<file path="src/rtl/pkt_rx_pkg.sv">
// Shared types, defaults and the footer function for the UART packet loader.
package pkt_rx_pkg;

  localparam logic [2:0] HDR_DEFAULT = 3'b101;
  localparam int unsigned FOOT_MAX_W = 32;

  typedef enum logic [1:0] {
    StHunt,
    StCollect,
    StCheck,
    StWrite
  } ldr_state_e;

  typedef enum logic [2:0] {
    RxWaitHigh,
    RxIdle,
    RxStart,
    RxData,
    RxStop
  } rx_state_e;

  // f[2] = parity of data, f[1] = parity of loc, f[0] = parity of both upper halves.
  function automatic logic [2:0] calc_footer(input logic [FOOT_MAX_W-1:0] data,
                                             input int unsigned data_w,
                                             input logic [FOOT_MAX_W-1:0] loc,
                                             input int unsigned loc_w);
    logic [2:0] f;
    f = '0;
    for (int unsigned i = 0; i < FOOT_MAX_W; i++) begin
      if (i < data_w) f[2] = f[2] ^ data[i];
      if (i < loc_w) f[1] = f[1] ^ loc[i];
      if (i >= data_w / 2 && i < data_w) f[0] = f[0] ^ data[i];
      if (i >= loc_w / 2 && i < loc_w) f[0] = f[0] ^ loc[i];
    end
    return f;
  endfunction

endpackage

</file>
<file path="src/rtl/uart_rx_byte.sv">
// 8N1 byte receiver: 2-FF synchroniser, mid-bit sampling, stop-bit framing check.
module uart_rx_byte
  import pkt_rx_pkg::*;
#(
  parameter int unsigned FREQ = 50_000_000,
  parameter int unsigned BAUD = 312_500
) (
  input  logic       clk_i,
  input  logic       rst_i,
  input  logic       rxd_i,
  output logic [7:0] byte_o,
  output logic       byte_valid_o
);

  localparam int unsigned ClksPerBit = FREQ / BAUD;
  localparam logic [15:0] LastCnt = 16'(ClksPerBit - 1);
  localparam logic [15:0] HalfCnt = 16'(ClksPerBit / 2 - 1);

  logic [1:0]  sync_q;
  logic        rx_s;
  rx_state_e   state_q, state_d;
  logic [15:0] cnt_q, cnt_d;
  logic [2:0]  idx_q, idx_d;
  logic [7:0]  shreg_q, shreg_d;
  logic        valid_q, valid_d;

  assign rx_s = sync_q[1];

  always_ff @(posedge clk_i or posedge rst_i) begin
    if (rst_i) begin
      sync_q  <= 2'b00;
      state_q <= RxWaitHigh;
      cnt_q   <= '0;
      idx_q   <= '0;
      shreg_q <= '0;
      valid_q <= 1'b0;
    end else begin
      sync_q  <= {sync_q[0], rxd_i};
      state_q <= state_d;
      cnt_q   <= cnt_d;
      idx_q   <= idx_d;
      shreg_q <= shreg_d;
      valid_q <= valid_d;
    end
  end

  always_comb begin
    state_d = state_q;
    cnt_d   = cnt_q;
    idx_d   = idx_q;
    shreg_d = shreg_q;
    valid_d = 1'b0;
    unique case (state_q)
      RxWaitHigh: if (rx_s) state_d = RxIdle;
      RxIdle: begin
        if (!rx_s) begin
          state_d = RxStart;
          cnt_d   = '0;
        end
      end
      RxStart: begin
        if (cnt_q == HalfCnt) begin
          cnt_d   = '0;
          idx_d   = '0;
          // A start bit that is gone by mid-bit was a glitch.
          state_d = rx_s ? RxIdle : RxData;
        end else begin
          cnt_d = cnt_q + 16'd1;
        end
      end
      RxData: begin
        if (cnt_q == LastCnt) begin
          cnt_d   = '0;
          shreg_d = {rx_s, shreg_q[7:1]};
          if (idx_q == 3'd7) state_d = RxStop;
          else idx_d = idx_q + 3'd1;
        end else begin
          cnt_d = cnt_q + 16'd1;
        end
      end
      RxStop: begin
        if (cnt_q == LastCnt) begin
          cnt_d = '0;
          if (rx_s) begin
            valid_d = 1'b1;
            state_d = RxIdle;
          end else begin
            // Framing error: drop the byte and wait for the line to go idle again.
            state_d = RxWaitHigh;
          end
        end else begin
          cnt_d = cnt_q + 16'd1;
        end
      end
      default: state_d = RxWaitHigh;
    endcase
  end

  assign byte_o       = shreg_q;
  assign byte_valid_o = valid_q;

endmodule

</file>
<file path="src/rtl/uart_packet_loader.sv">
// Serial packet loader: assembles {HDR, loc, data, footer} packets and writes good ones to RAM.
// Optional inter-byte timeout in COLLECT is enabled by defining PKT_TIMEOUT_EN.
module uart_packet_loader
  import pkt_rx_pkg::*;
#(
  parameter int unsigned FREQ     = 50_000_000,
  parameter int unsigned BAUD     = 312_500,
  parameter int unsigned LOC_W    = 10,
  parameter int unsigned DATA_W   = 8,
  parameter logic [2:0]  HDR      = HDR_DEFAULT,
  parameter int unsigned NUM_PKTS = 785
) (
  input  logic              clk_i,
  input  logic              rst_i,
  input  logic              rxd_i,
  input  logic              clear_i,
  output logic              mem_we_o,
  output logic [LOC_W-1:0]  mem_addr_o,
  output logic [DATA_W-1:0] mem_wdata_o,
  output logic [31:0]       count_packets_o,
  output logic              receive_done_o,
  output logic [15:0]       hdr_err_cnt_o,
  output logic [15:0]       pkt_err_cnt_o
);

  localparam int unsigned PktW     = 6 + LOC_W + DATA_W;
  localparam int unsigned NumBytes = PktW / 8;

  logic [7:0]        rx_byte;
  logic              rx_valid;
  ldr_state_e        state_q, state_d;
  logic [PktW-1:0]   pkt_q, pkt_d;
  logic [7:0]        nbytes_q, nbytes_d;
  logic [31:0]       count_q, count_d;
  logic              done_q, done_d;
  logic [15:0]       hdr_err_q, hdr_err_d;
  logic [15:0]       pkt_err_q, pkt_err_d;
  logic              hdr_inc, pkt_inc;
  logic              timeout;
  logic [LOC_W-1:0]  loc;
  logic [DATA_W-1:0] data;
  logic [2:0]        foot, foot_exp;
  logic              pkt_ok;

  uart_rx_byte #(
    .FREQ(FREQ),
    .BAUD(BAUD)
  ) u_rx (
    .clk_i       (clk_i),
    .rst_i       (rst_i),
    .rxd_i       (rxd_i),
    .byte_o      (rx_byte),
    .byte_valid_o(rx_valid)
  );

  assign loc      = pkt_q[3+DATA_W +: LOC_W];
  assign data     = pkt_q[3 +: DATA_W];
  assign foot     = pkt_q[2:0];
  assign foot_exp = calc_footer(FOOT_MAX_W'(data), DATA_W, FOOT_MAX_W'(loc), LOC_W);
  assign pkt_ok   = (pkt_q[PktW-1 -: 3] == HDR) && (foot == foot_exp)
                    && (32'(loc) < NUM_PKTS);

`ifdef PKT_TIMEOUT_EN
  localparam int unsigned TIMEOUT_CYC = 4 * 10 * (FREQ / BAUD);

  logic [31:0] tmr_q, tmr_d;

  always_ff @(posedge clk_i or posedge rst_i) begin
    if (rst_i) tmr_q <= '0;
    else       tmr_q <= tmr_d;
  end

  // Counts idle cycles in COLLECT; any received byte restarts it.
  always_comb begin
    tmr_d = '0;
    if (state_q == StCollect && !rx_valid && !clear_i) tmr_d = tmr_q + 32'd1;
  end

  assign timeout = (state_q == StCollect) && !rx_valid && (tmr_q == 32'(TIMEOUT_CYC - 1));
`else
  assign timeout = 1'b0;
`endif

  always_ff @(posedge clk_i or posedge rst_i) begin
    if (rst_i) begin
      state_q   <= StHunt;
      pkt_q     <= '0;
      nbytes_q  <= '0;
      count_q   <= '0;
      done_q    <= 1'b0;
      hdr_err_q <= '0;
      pkt_err_q <= '0;
    end else begin
      state_q   <= state_d;
      pkt_q     <= pkt_d;
      nbytes_q  <= nbytes_d;
      count_q   <= count_d;
      done_q    <= done_d;
      hdr_err_q <= hdr_err_d;
      pkt_err_q <= pkt_err_d;
    end
  end

  always_comb begin
    state_d  = state_q;
    pkt_d    = pkt_q;
    nbytes_d = nbytes_q;
    count_d  = count_q;
    done_d   = done_q;
    hdr_inc  = 1'b0;
    pkt_inc  = 1'b0;
    unique case (state_q)
      StHunt: begin
        if (rx_valid) begin
          if (rx_byte[7:5] == HDR) begin
            pkt_d    = {pkt_q[PktW-9:0], rx_byte};
            nbytes_d = 8'd1;
            state_d  = StCollect;
          end else begin
            hdr_inc = 1'b1;
          end
        end
      end
      StCollect: begin
        if (rx_valid) begin
          pkt_d    = {pkt_q[PktW-9:0], rx_byte};
          nbytes_d = nbytes_q + 8'd1;
          if (nbytes_q == 8'(NumBytes - 1)) state_d = StCheck;
        end else if (timeout) begin
          pkt_inc = 1'b1;
          state_d = StHunt;
        end
      end
      StCheck: begin
        if (pkt_ok) begin
          state_d = StWrite;
        end else begin
          pkt_inc = 1'b1;
          state_d = StHunt;
        end
      end
      StWrite: begin
        count_d = count_q + 32'd1;
        if (count_d == NUM_PKTS) done_d = 1'b1;
        state_d = StHunt;
      end
      default: state_d = StHunt;
    endcase

    // Clear wins over everything except the RAM strobe of a WRITE already in progress.
    if (clear_i) begin
      state_d  = StHunt;
      nbytes_d = '0;
      count_d  = '0;
      done_d   = 1'b0;
      hdr_inc  = 1'b0;
      pkt_inc  = 1'b0;
    end
  end

  assign hdr_err_d = (hdr_inc && hdr_err_q != 16'hFFFF) ? hdr_err_q + 16'd1 : hdr_err_q;
  assign pkt_err_d = (pkt_inc && pkt_err_q != 16'hFFFF) ? pkt_err_q + 16'd1 : pkt_err_q;

  assign mem_we_o        = (state_q == StWrite);
  assign mem_addr_o      = loc;
  assign mem_wdata_o     = data;
  assign count_packets_o = count_q;
  assign receive_done_o  = done_q;
  assign hdr_err_cnt_o   = hdr_err_q;
  assign pkt_err_cnt_o   = pkt_err_q;

endmodule

</file>
<file path="config.mk">
export PLATFORM = sky130hd
export DESIGN_NAME = uart_packet_loader
export DESIGN_NICKNAME = d
export VERILOG_FILES = /design/src/rtl/pkt_rx_pkg.sv /design/src/rtl/uart_rx_byte.sv /design/src/rtl/uart_packet_loader.sv
export SDC_FILE = /design/constraint.sdc
export NUM_CORES = 1
export LEC_CHECK = 0
export ABC_AREA = 0
export CORE_AREA = 2 2 121 111
export DETAILED_ROUTE_END_ITERATION = 8
export DIE_AREA = 0 0 123 113
export GPL_ROUTABILITY_DRIVEN = 0
export PLACE_DENSITY = 0.89
export SLEW_MARGIN = 20
export SYNTH_ARGS = -nofsm -noshare
export SYNTH_HDL_FRONTEND = slang
export SYNTH_SLANG_ARGS = --single-unit
</file>
<file path="constraint.sdc">
create_clock -name clk_i -period 5.1 [get_ports clk_i]
set_input_delay 1.02 -clock clk_i [delete_from_list [all_inputs] [get_ports clk_i]]
set_output_delay 1.02 -clock clk_i [all_outputs]
set_load 0.05 [all_outputs]
</file>
==> results of run 1 <==
[worst paths after layout]
check                      cells after the start  slack [ns]                             to                      from
setup / recovery                               3        1.77                       mem_we_o    state_q[0]$_DFFE_PP0P_
hold / removal                                 0        0.35       u_rx.sync_q[1]$_DFF_PP0_  u_rx.sync_q[0]$_DFF_PP0_
setup reg to reg                               8        2.36   pkt_err_cnt_o[1]$_DFFE_PP0P_     pkt_q[11]$_DFFE_PP0P_
min in group asynchronous                      2        1.19  hdr_err_cnt_o[12]$_DFFE_PP0P_                     rst_i
hold reg to reg                                0        0.35       u_rx.sync_q[1]$_DFF_PP0_  u_rx.sync_q[0]$_DFF_PP0_
max in group asynchronous                      3        3.09          pkt_q[16]$_DFFE_PP0P_                     rst_i
[synth_stat cells (all sizes together) (3+ instances only)]
library cell and instances:
a21oi 15, xor2 48, buf 26, nor3 21
nor3b 3, nor2b 5, nor4 10, a31oi 3
and2 7, inv 13, clkbuf 18, o22ai 4
o21ai 38, o31ai 6, dfrtp 132, xnor2 34
a22o 3, nand3 41, nand2 68, nand2b 8
ha 10, mux2 30, and3 11, nor2 76
nand4 18, xnor3 3, or3 9, and4 10
[routing by layer]
metal  vias to the layer above  global-route usage, %
met5                         -                      0
met4                         0                   6.44
met3                        19                   5.09
met2                       161                   37.3
met1                      2692                   30.7
li1                       2566                      -
[layout by cell type (no fill, tap or decap), drive strengths merged, types with 11 or more instances in the layout]
master and instances:
o21ai 38, nand4 18, mux2 30, clkdlybuf4s50 87
nand2 68, inv 13, xnor2 34, nor2 76
clkbuf 22, a21oi 15, dfrtp 132, xor2 48
nand3 41, and3 11, nor3 21
[critical path, stage by stage (launching register included)]
cell and delay (ns):
dfrtp_1 0.48, nand2_1 0.30, inv_2 0.28, clkdlybuf4s50_1 0.84
[power groups by stage]
| stage | Sequential (uW) | Combinational (uW) | Clock [uW] |
|---|---|---|---|
| after floorplan | 1110 | 187 | 0 |
| after global placement | 1120 | 210 | 0 |
| after detailed placement | 1130 | 220 | 0 |
| after CTS | 1110 | 220 | 1260 |
| after global routing | 1110 | 253 | 1320 |
| final | 1110 | 219 | 1250 |
[logic make-up (layout without fill, tap and decap cells)]
kind of cell    count (synthesis)  count (layout)  synth area share, %
fa+ha+maj                      10              10                 1.79
buf+inv                        57             135                 4.16
simple gates                  295             295                 21.4
mux                            32              32                 5.56
compound gates                 89              89                 8.47
flops                         132             132                 47.4
xor+xnor                       85              85                 11.3
[state kept, by name (all words and copies together), names as in the netlist]
signal	count
count_packets_o	32
pkt_q	24
hdr_err_cnt_o	16
pkt_err_cnt_o	16
u_rx.cnt_q	16
nbytes_q	8
u_rx.byte_o	8
u_rx.idx_q	3
u_rx.state_q	3
state_q	2
u_rx.sync_q	2
receive_done_o	1
u_rx.byte_valid_o	1
[metrics by stage]
step	worst slack, ns	util, %
6_report	1.77	67.2
5_1_grt	1.67	67.2
2_1_floorplan	0.554	-
3_5_place_dp	1.85	62.3
4_1_cts	1.78	67.2
3_3_place_gp	1.93	62.3
[area by class of cell]
cell class	count	area (sq um)
clock inverters	10	128
flip-flops and latches	132	3300
repair buffers	90	906
fillers	935	4130
multi-input cells	511	3380
inverters	13	51.3
clock buffers	22	484
well taps	164	205
==> results.tsv, run 1 <==
stage	metric	value	unit
route	met2 wire length	7.48	mm
timing	Tightest Pin Transition	0.948	ns
timing	WHS	0.347	ns
timing	final hold vios	0	
route	routed via count	5438	
clocking	Clock Sinks	132	
global_route	vias in the first global route	5277	
worst_setup_path	critical path arrival	2.31	ns
power	Switching Fraction	23.9	%
synthesis	cell taking the most area after synthesis	dfrtp_1	
clocking	CTS tree	yes	
clocking	CTS Hold Bufs	0	
floorplanning	Site Rows	39	
power	Design Power	2580	uW
synthesis	Yosys Warn Count	0	
cells_and_area	synthesis-to-finish area growth	21.3	%
synthesis	share of the synthesized area in the top cell type	47.4	%
power	sequential share of power	43.0	%
power	internal power consumption	1960	uW
place	port bufs	87	
synthesis	Area contributors post-synth	dfrtp_1, xor2_1, xnor2_1, nor2_1, nand2_1	
floorplanning	Die Y	113	um
run_status	outcome	completed	
timing	TNS Setup	0	ns
synthesis	mapped cell area	6970	sq um
timing	# setup viols final	0	
floorplanning	Ports	88	
timing	Period Utilization, post-route	65.3	%
floorplanning	Initial Utilization	55.4	%
clocking	clk slew on worst S/H paths	0.05	ns
global_route	initial antenna violation count	0	
synthesis	FFs w/ async S/R, synth	100	%
global_route	largest net degree at the start of global routing	77	
synthesis	Cell variety after synth	60	
floorplanning	Die ar.	13900	sq um
clocking	worst skew pair latency	0.41	ns
route	uppermost routed layer	met4	
floorplanning	chip width	123	um
timing	Slew HR	36.8	%
timing	clock skew	0.00696	ns
worst_setup_path	startpoint types	register	
route	routed wire length	15.0	mm
clocking	CTS max path bufs	2	
synthesis	Syn Inst Count	700	
power	net switching power figure	616	uW
synthesis	Synthesized Nets	714	
power	Power Density	305	nW/um^2
power	Clk network pwr share	48.5	%
clocking	CTS resizes	0	
clocking	CTS H-tree depth	4	
floorplanning	core area	12600	sq um
synthesis	Syn Area/Cell	9.96	sq um
clocking	number of setup buffers added after CTS	0	
cells_and_area	Final nets	779	
timing	Slew Viols, Final	0	
cells_and_area	post-route cell area	8460	sq um
place	placed insts	910	
synthesis	Yosys reg bits	132	
synthesis	Seq/Total Area, Yosys	47.4	%
cells_and_area	share of layout cells above drive strength 1	7.33	%
run	Max-Cap Viols	0	
power	Max IR drop VDD	0.288	mV
worst_setup_path	Critical Path Fanout Max	10	
route	met3 wire length	645	um
worst_setup_path	Crit Path Class	reg2out	
route	drt initial violations	552	
synthesis	Post-synth EDFFs	0	
route	DRT met1 WL	6.66	mm
worst_setup_path	CP endpoint kind	primary output	
power	Comb pwr share	8.5	%
clocking	CTS Buf Count	17	
worst_setup_path	Worst Path Required	4.08	ns
route	# DRC	0	
timing	final period demand of the worst path	3.33	ns
global_route	first-pass GRT wire length	25.7	mm
cells_and_area	non-filler instance count after layout	942	
place	hpwl dp	9.67	mm
clocking	clock root buffer	clkbuf_16	
global_route	total grt overflow	0	
cells_and_area	Antenna Cells	0	
global_route	GR Util All Layers	22.9	%
power	static leakage	0.00374	uW
route	length of the first detailed-routing pass in iterations	5	
route	vias per cell	5.77	
route	antenna-violating nets left	0	
synthesis	Post-synth top flop	dfrtp_1	
route	Avg WL per Cell	15.9	um
place	Post-DP Area	7850	sq um
timing	RSZ-0062 raised after global routing	no	
min_path	min-delay worst type	reg2reg	
timing	Fmax achieved	0.300	GHz
Power figures use the tool's default switching activity.
==> run 2: changes to the inputs <==
--- a/config.mk
+++ b/config.mk
@@ -6,11 +6,11 @@
 export NUM_CORES = 1
 export LEC_CHECK = 0
 export ABC_AREA = 0
-export CORE_AREA = 2 2 121 111
+export CORE_AREA = 2 2 127 116
 export DETAILED_ROUTE_END_ITERATION = 8
-export DIE_AREA = 0 0 123 113
+export DIE_AREA = 0 0 129 118
 export GPL_ROUTABILITY_DRIVEN = 0
-export PLACE_DENSITY = 0.89
+export PLACE_DENSITY = 0.85
 export SLEW_MARGIN = 20
 export SYNTH_ARGS = -nofsm -noshare
 export SYNTH_HDL_FRONTEND = slang
==> constraint.sdc (replaced) <==
create_clock -name clk_i -period 2.8 [get_ports clk_i]
set_input_delay 0.56 -clock clk_i [delete_from_list [all_inputs] [get_ports clk_i]]
set_output_delay 0.56 -clock clk_i [all_outputs]
set_load 0.05 [all_outputs]
==> results.tsv, run 2 (same netlist as run 1, synthesis figures left out) <==
stage	metric	value	unit	change
route	routed via count	5309		was 5,438
global_route	GR Util All Layers	19.4	%	was 22.9%
route	length of the first detailed-routing pass in iterations	4		was 5
route	drt initial violations	385		was 552
timing	Slew HR	54.2	%	was 36.8%
global_route	largest net degree at the start of global routing	133		was 77
floorplanning	Site Rows	41		was 39
global_route	total grt overflow	0		unchanged
place	hpwl dp	9.48	mm	was 9.67 mm
worst_setup_path	startpoint types	register		unchanged
timing	Tightest Pin Transition	0.687	ns	was 0.948 ns
power	static leakage	0.00379	uW	was 0.00374 uW
timing	TNS Setup	0	ns	unchanged
worst_setup_path	critical path arrival	2.79	ns	was 2.31 ns
run_status	outcome	completed		unchanged
clocking	number of setup buffers added after CTS	0		unchanged
worst_setup_path	CP endpoint kind	register		was primary output
run	Max-Cap Viols	0		unchanged
global_route	initial antenna violation count	0		unchanged
clocking	clk slew on worst S/H paths	0.05	ns	about the same
timing	final hold vios	0		unchanged
place	port bufs	87		unchanged
cells_and_area	max FFs per register	32		unchanged
clocking	CTS Hold Bufs	0		unchanged
cells_and_area	commonest non-fill, non-tap cell in the layout	dfrtp_1		unchanged
route	antenna-violating nets left	0		unchanged
global_route	first-pass GRT wire length	23.9	mm	was 25.7 mm
clocking	worst skew pair latency	0.42	ns	was 0.41 ns
power	Power Density	561	nW/um^2	was 305 nW/um^2
cells_and_area	share of layout cells above drive strength 1	8.11	%	was 7.33%
floorplanning	core area	13900	sq um	was 12,600 sq um
route	Avg WL per Cell	14.3	um	was 15.9 um
route	# DRC	0		unchanged
timing	final period demand of the worst path	2.50	ns	
clocking	CTS resizes	0		unchanged
timing	Period Utilization, post-route	89.3	%	
cells_and_area	synthesis-to-finish area growth	23.4	%	was 21.3%
cells_and_area	Final nets	790		was 779
timing	# setup viols final	0		unchanged
clocking	CTS max path bufs	2		unchanged
timing	WHS	0.362	ns	was 0.347 ns
floorplanning	Die Y	118	um	was 113 um
global_route	vias in the first global route	4920		was 5,277
floorplanning	Initial Utilization	50.1	%	was 55.4%
min_path	min-delay worst type	reg2reg		unchanged
timing	Slew Viols, Final	0		unchanged
worst_setup_path	Critical Path Fanout Max	9		was 10
cells_and_area	commonest cells after routing, fill and taps aside	dfrtp_1, clkdlybuf4s50_1, nor2_1		unchanged
clocking	CTS tree	yes		unchanged
route	routed wire length	14.0	mm	was 15.0 mm
worst_setup_path	Worst Path Required	3.09	ns	was 4.08 ns
timing	Fmax achieved	0.400	GHz	
floorplanning	Die ar.	15200	sq um	was 13,900 sq um
cells_and_area	Antenna Cells	0		unchanged
timing	clock skew	0.00828	ns	was 0.00696 ns
timing	RSZ-0062 raised after global routing	no		unchanged
floorplanning	Ports	88		unchanged
floorplanning	chip width	129	um	was 123 um
clocking	clock root buffer	clkbuf_16		unchanged
clocking	Clock Sinks	132		unchanged
worst_setup_path	Crit Path Class	reg2reg		was reg2out
clocking	CTS Buf Count	17		unchanged
clocking	CTS H-tree depth	4		unchanged
route	vias per cell	5.41		was 5.77
power	Max IR drop VDD	0.473	mV	was 0.288 mV
[run 2: cell count changes in the layout (fill, tap and decap cells not counted)]
| cell | before | now |
|---|---|---|
| clkinv_2 | 6 | 2 |
| buf_4 | 2 | 13 |
| clkbuf_1 | 1 | 5 |
| inv_4 | 1 | 0 |
| clkbuf_8 | 4 | 1 |
| bufinv_16 | 3 | 5 |
| clkinvlp_4 | 1 | 2 |
| clkinv_4 | 0 | 1 |
[run 2: through the flow]
| step | utilization [%] | std cells | instance area (sq um) | total power (uW) | worst slack [ns] |
|---|---|---|---|---|---|
| floorplan | - | 700 | 6980 | 2360 | 0.252 |
| global placement | 57.3 | 950 | 7970 | 2450 | 0.230 |
| detailed placement | 57.3 | 950 | 7970 | 2470 | 0.209 |
| CTS | 61.9 | 982 | 8600 | 4870 | 0.290 |
| global route | 61.9 | 982 | 8600 | 5040 | 0.130 |
| finish | 61.9 | 982 | 8600 | 4830 | 0.300 |
[run 2: area by class of cell]
class                   instances  area [sq um]
multi-input cells             511          3380
flip-flops and latches        132          3300
clock inverters                 9           176
inverters                      13          52.6
well taps                     193           241
fillers                      1093          5300
repair buffers                101           988
clock buffers                  23           458
[run 2: power breakdown]
group	switching, uW	internal, uW	total (uW)
Combinational	264	150	414
Clock	793	1600	2390
Sequential	64.8	1950	2020
[run 2: final timing paths]
path | from | slack, ns | to | cells after the start
setup / recovery | u_rx.cnt_q[8]$_DFFE_PP0P_ | 0.30 | u_rx.byte_o[4]$_DFFE_PP0P_ | 5
hold / removal | u_rx.sync_q[0]$_DFF_PP0_ | 0.36 | u_rx.sync_q[1]$_DFF_PP0_ | 0
setup reg to reg | u_rx.cnt_q[8]$_DFFE_PP0P_ | 0.30 | u_rx.byte_o[4]$_DFFE_PP0P_ | 5
hold reg to reg | u_rx.sync_q[0]$_DFF_PP0_ | 0.36 | u_rx.sync_q[1]$_DFF_PP0_ | 0
max in group asynchronous | rst_i | 1.61 | count_packets_o[19]$_DFFE_PP0P_ | 3
min in group asynchronous | rst_i | 0.68 | u_rx.cnt_q[7]$_DFFE_PP0P_ | 3
[run 2: critical path, cell delays in order, from the launching register on]
cell and delay [ns]:
dfrtp_1 0.40, nor4_2 0.27, nand3_1 0.15, or4_1 0.65, nor3_4 0.56, mux2_4 0.35
[run 2: layer usage]
layer | part of all wire, % | GRT usage, %
met3 | 4.1 | 4.86
met2 | 48 | 30.2
met5 | 0 | 0
met4 | 1.3 | 6.25
met1 | 47 | 26.5
==> run 3: changes to the inputs <==
--- a/config.mk
+++ b/config.mk
@@ -10,6 +10,7 @@
 export DETAILED_ROUTE_END_ITERATION = 8
 export DIE_AREA = 0 0 129 118
 export GPL_ROUTABILITY_DRIVEN = 0
+export GPL_TIMING_DRIVEN = 0
 export PLACE_DENSITY = 0.85
 export SLEW_MARGIN = 20
 export SYNTH_ARGS = -nofsm -noshare
==> results.tsv, run 3 (same netlist as run 1, synthesis figures left out) <==
stage	metric	value	unit	change
timing	TNS Setup	0	ns	unchanged
clocking	CTS Hold Bufs	0		unchanged
timing	final setup margin	0.252	ns	was 0.300 ns
timing	Fmax achieved	0.393	GHz	was 0.400 GHz
cells_and_area	synthesis-to-finish area growth	25.6	%	was 23.4%
min_path	cell depth of the worst hold path	0		unchanged
route	length of the first detailed-routing pass in iterations	5		was 4
route	vias per cell	5.34		was 5.41
place	Post-DP Area	8170	sq um	was 7970 sq um
min_path	min-delay worst type	reg2reg		unchanged
cells_and_area	max FFs per register	32		unchanged
route	drt initial violations	414		was 385
timing	Period Utilization, post-route	91.0	%	was 89.3%
clocking	number of setup buffers added after CTS	0		unchanged
cells_and_area	register area	3300	sq um	unchanged
worst_setup_path	critical path arrival	2.84	ns	was 2.79 ns
route	Avg WL per Cell	13.8	um	was 14.3 um
clocking	Clock Sinks	132		unchanged
run_status	outcome	completed		unchanged
floorplanning	Site Rows	41		unchanged
worst_setup_path	startpoint types	primary input		was register
clocking	clk slew on worst S/H paths	0.05	ns	about the same
worst_setup_path	CP endpoint kind	register		unchanged
route	routed wire length	14.1	mm	was 14.0 mm
floorplanning	chip width	129	um	unchanged
global_route	vias in the first global route	5173		was 4,920
clocking	CTS max path bufs	2		unchanged
power	Max IR drop VDD	0.428	mV	was 0.473 mV
cells_and_area	Antenna Cells	0		unchanged
route	routed via count	5425		was 5,309
clocking	worst skew pair latency	0.41	ns	was 0.42 ns
route	# DRC	0		unchanged
timing	Slew HR	50.0	%	was 54.2%
place	pre-CTS setup slack	-0.163	ns	was 0.209 ns
global_route	GR Util All Layers	19.3	%	was 19.4%
global_route	initial antenna violation count	0		unchanged
place	port bufs	87		unchanged
place	hpwl dp	9.96	mm	was 9.48 mm
timing	final period demand of the worst path	2.55	ns	was 2.50 ns
floorplanning	Die ar.	15200	sq um	unchanged
cells_and_area	commonest non-fill, non-tap cell in the layout	dfrtp_1		unchanged
worst_setup_path	Worst Path Required	3.10	ns	was 3.09 ns
timing	Tightest Pin Transition	0.743	ns	was 0.687 ns
timing	final hold vios	0		unchanged
floorplanning	core area	13900	sq um	unchanged
floorplanning	Die Y	118	um	unchanged
route	antenna-violating nets left	0		unchanged
run	Max-Cap Viols	0		unchanged
power	static leakage	0.00390	uW	was 0.00379 uW
global_route	largest net degree at the start of global routing	36		was 133
timing	clock skew	0.00441	ns	was 0.00828 ns
worst_setup_path	Critical Path Fanout Max	7		was 9
global_route	total grt overflow	0		unchanged
floorplanning	Ports	88		unchanged
cells_and_area	area of the multi-input gates	3380	sq um	about the same
worst_setup_path	worst r2r path cells	7		was 5
clocking	clock root buffer	clkbuf_16		unchanged
floorplanning	Initial Utilization	50.1	%	unchanged
cells_and_area	Final nets	824		was 790
global_route	first-pass GRT wire length	24.0	mm	was 23.9 mm
cells_and_area	Fill cells	1077		was 1,093
power	Design Power	4630	uW	was 4830 uW
cells_and_area	share of layout cells above drive strength 1	9.60	%	was 8.11%
timing	RSZ-0062 raised after global routing	no		unchanged
clocking	CTS Buf Count	17		unchanged
cells_and_area	commonest cells after routing, fill and taps aside	dfrtp_1, clkdlybuf4s50_1, nor2_1		unchanged
power	Power Density	529	nW/um^2	was 561 nW/um^2
timing	# setup viols final	0		unchanged
timing	Slew Viols, Final	0		unchanged
clocking	CTS tree	yes		unchanged
worst_setup_path	Crit Path Class	in2reg		was reg2reg
clocking	CTS H-tree depth	4		unchanged
cells_and_area	post-route cell area	8750	sq um	was 8600 sq um
[run 3: changes by cell type in the layout (fill, tap and decap cells not counted), moves of 2 or more]
| cell | previous run | this run |
|---|---|---|
| clkbuf_1 | 5 | 22 |
| buf_4 | 13 | 19 |
| buf_2 | 0 | 4 |
| buf_1 | 0 | 3 |
| buf_12 | 1 | 4 |
| clkinv_2 | 2 | 5 |
| bufinv_16 | 5 | 3 |
[run 3: path summary, 6_finish.rpt]
check / startpoint / end / slack, ns
worst max register to register: pkt_q[4]$_DFFE_PP0P_ / pkt_err_cnt_o[1]$_DFFE_PP0P_ / 0.26
min in group asynchronous: rst_i / u_rx.cnt_q[0]$_DFFE_PP0P_ / 0.42
worst max-delay path: clear_i / hdr_err_cnt_o[13]$_DFFE_PP0P_ / 0.25
worst min-delay path: u_rx.sync_q[0]$_DFF_PP0_ / u_rx.sync_q[1]$_DFF_PP0_ / 0.35
worst min register to register: u_rx.sync_q[0]$_DFF_PP0_ / u_rx.sync_q[1]$_DFF_PP0_ / 0.35
max in group asynchronous: rst_i / pkt_err_cnt_o[13]$_DFFE_PP0P_ / 1.50
[run 3: stage by stage]
step	instances	utilization, %	hold WS, ns
3_5_place_dp	984	58.8	0.337
3_3_place_gp	980	58.2	0.334
2_1_floorplan	700	-	0.331
5_1_grt	1016	63.0	0.362
4_1_cts	1016	63.0	0.350
6_report	1016	63.0	0.347
[run 3: report_power, final]
group	internal, uW	total (uW)	switching (uW)
Combinational	151	446	295
Sequential	1950	1990	34.2
Clock	1420	2190	778
Total	3520	4630	1110
[run 3: cell type report]
type	count	share of cell area, %
multi-input combinational	511	38.7
sequential	132	37.7
timing repair buffer	91	10.8
clock buffer	22	5.19
buffer	44	2.76
tap	193	2.76
clock inverter	10	1.50
inverter	13	0.600
[run 3: layer usage]
metal | part of all wire [%] | global-route usage, % | wire (um) | up-vias
met5 | 0 | 0 | 0 | -
met4 | 1.6 | 5.91 | 221 | 0
met3 | 4.0 | 5.27 | 564 | 24
met2 | 47 | 30.7 | 6640 | 130
met1 | 47 | 25.7 | 6650 | 2608
li1 | - | - | - | 2663
[run 3: timing repair]
item                                    in CTS  in global routing
resized for setup                            1                  3
endpoints found under the hold margin        0                  0
pin swaps                                    0                  0
endpoints found under the setup margin       1                  4
[run 3: worst max-delay path, stage by stage]
cell	delay, ns
clkdlybuf4s50_1	0.54
nor4_1	0.72
o31a_1	0.31
nand4_1	0.18
nor2_1	0.24
nand4_1	0.14
xnor2_1	0.15
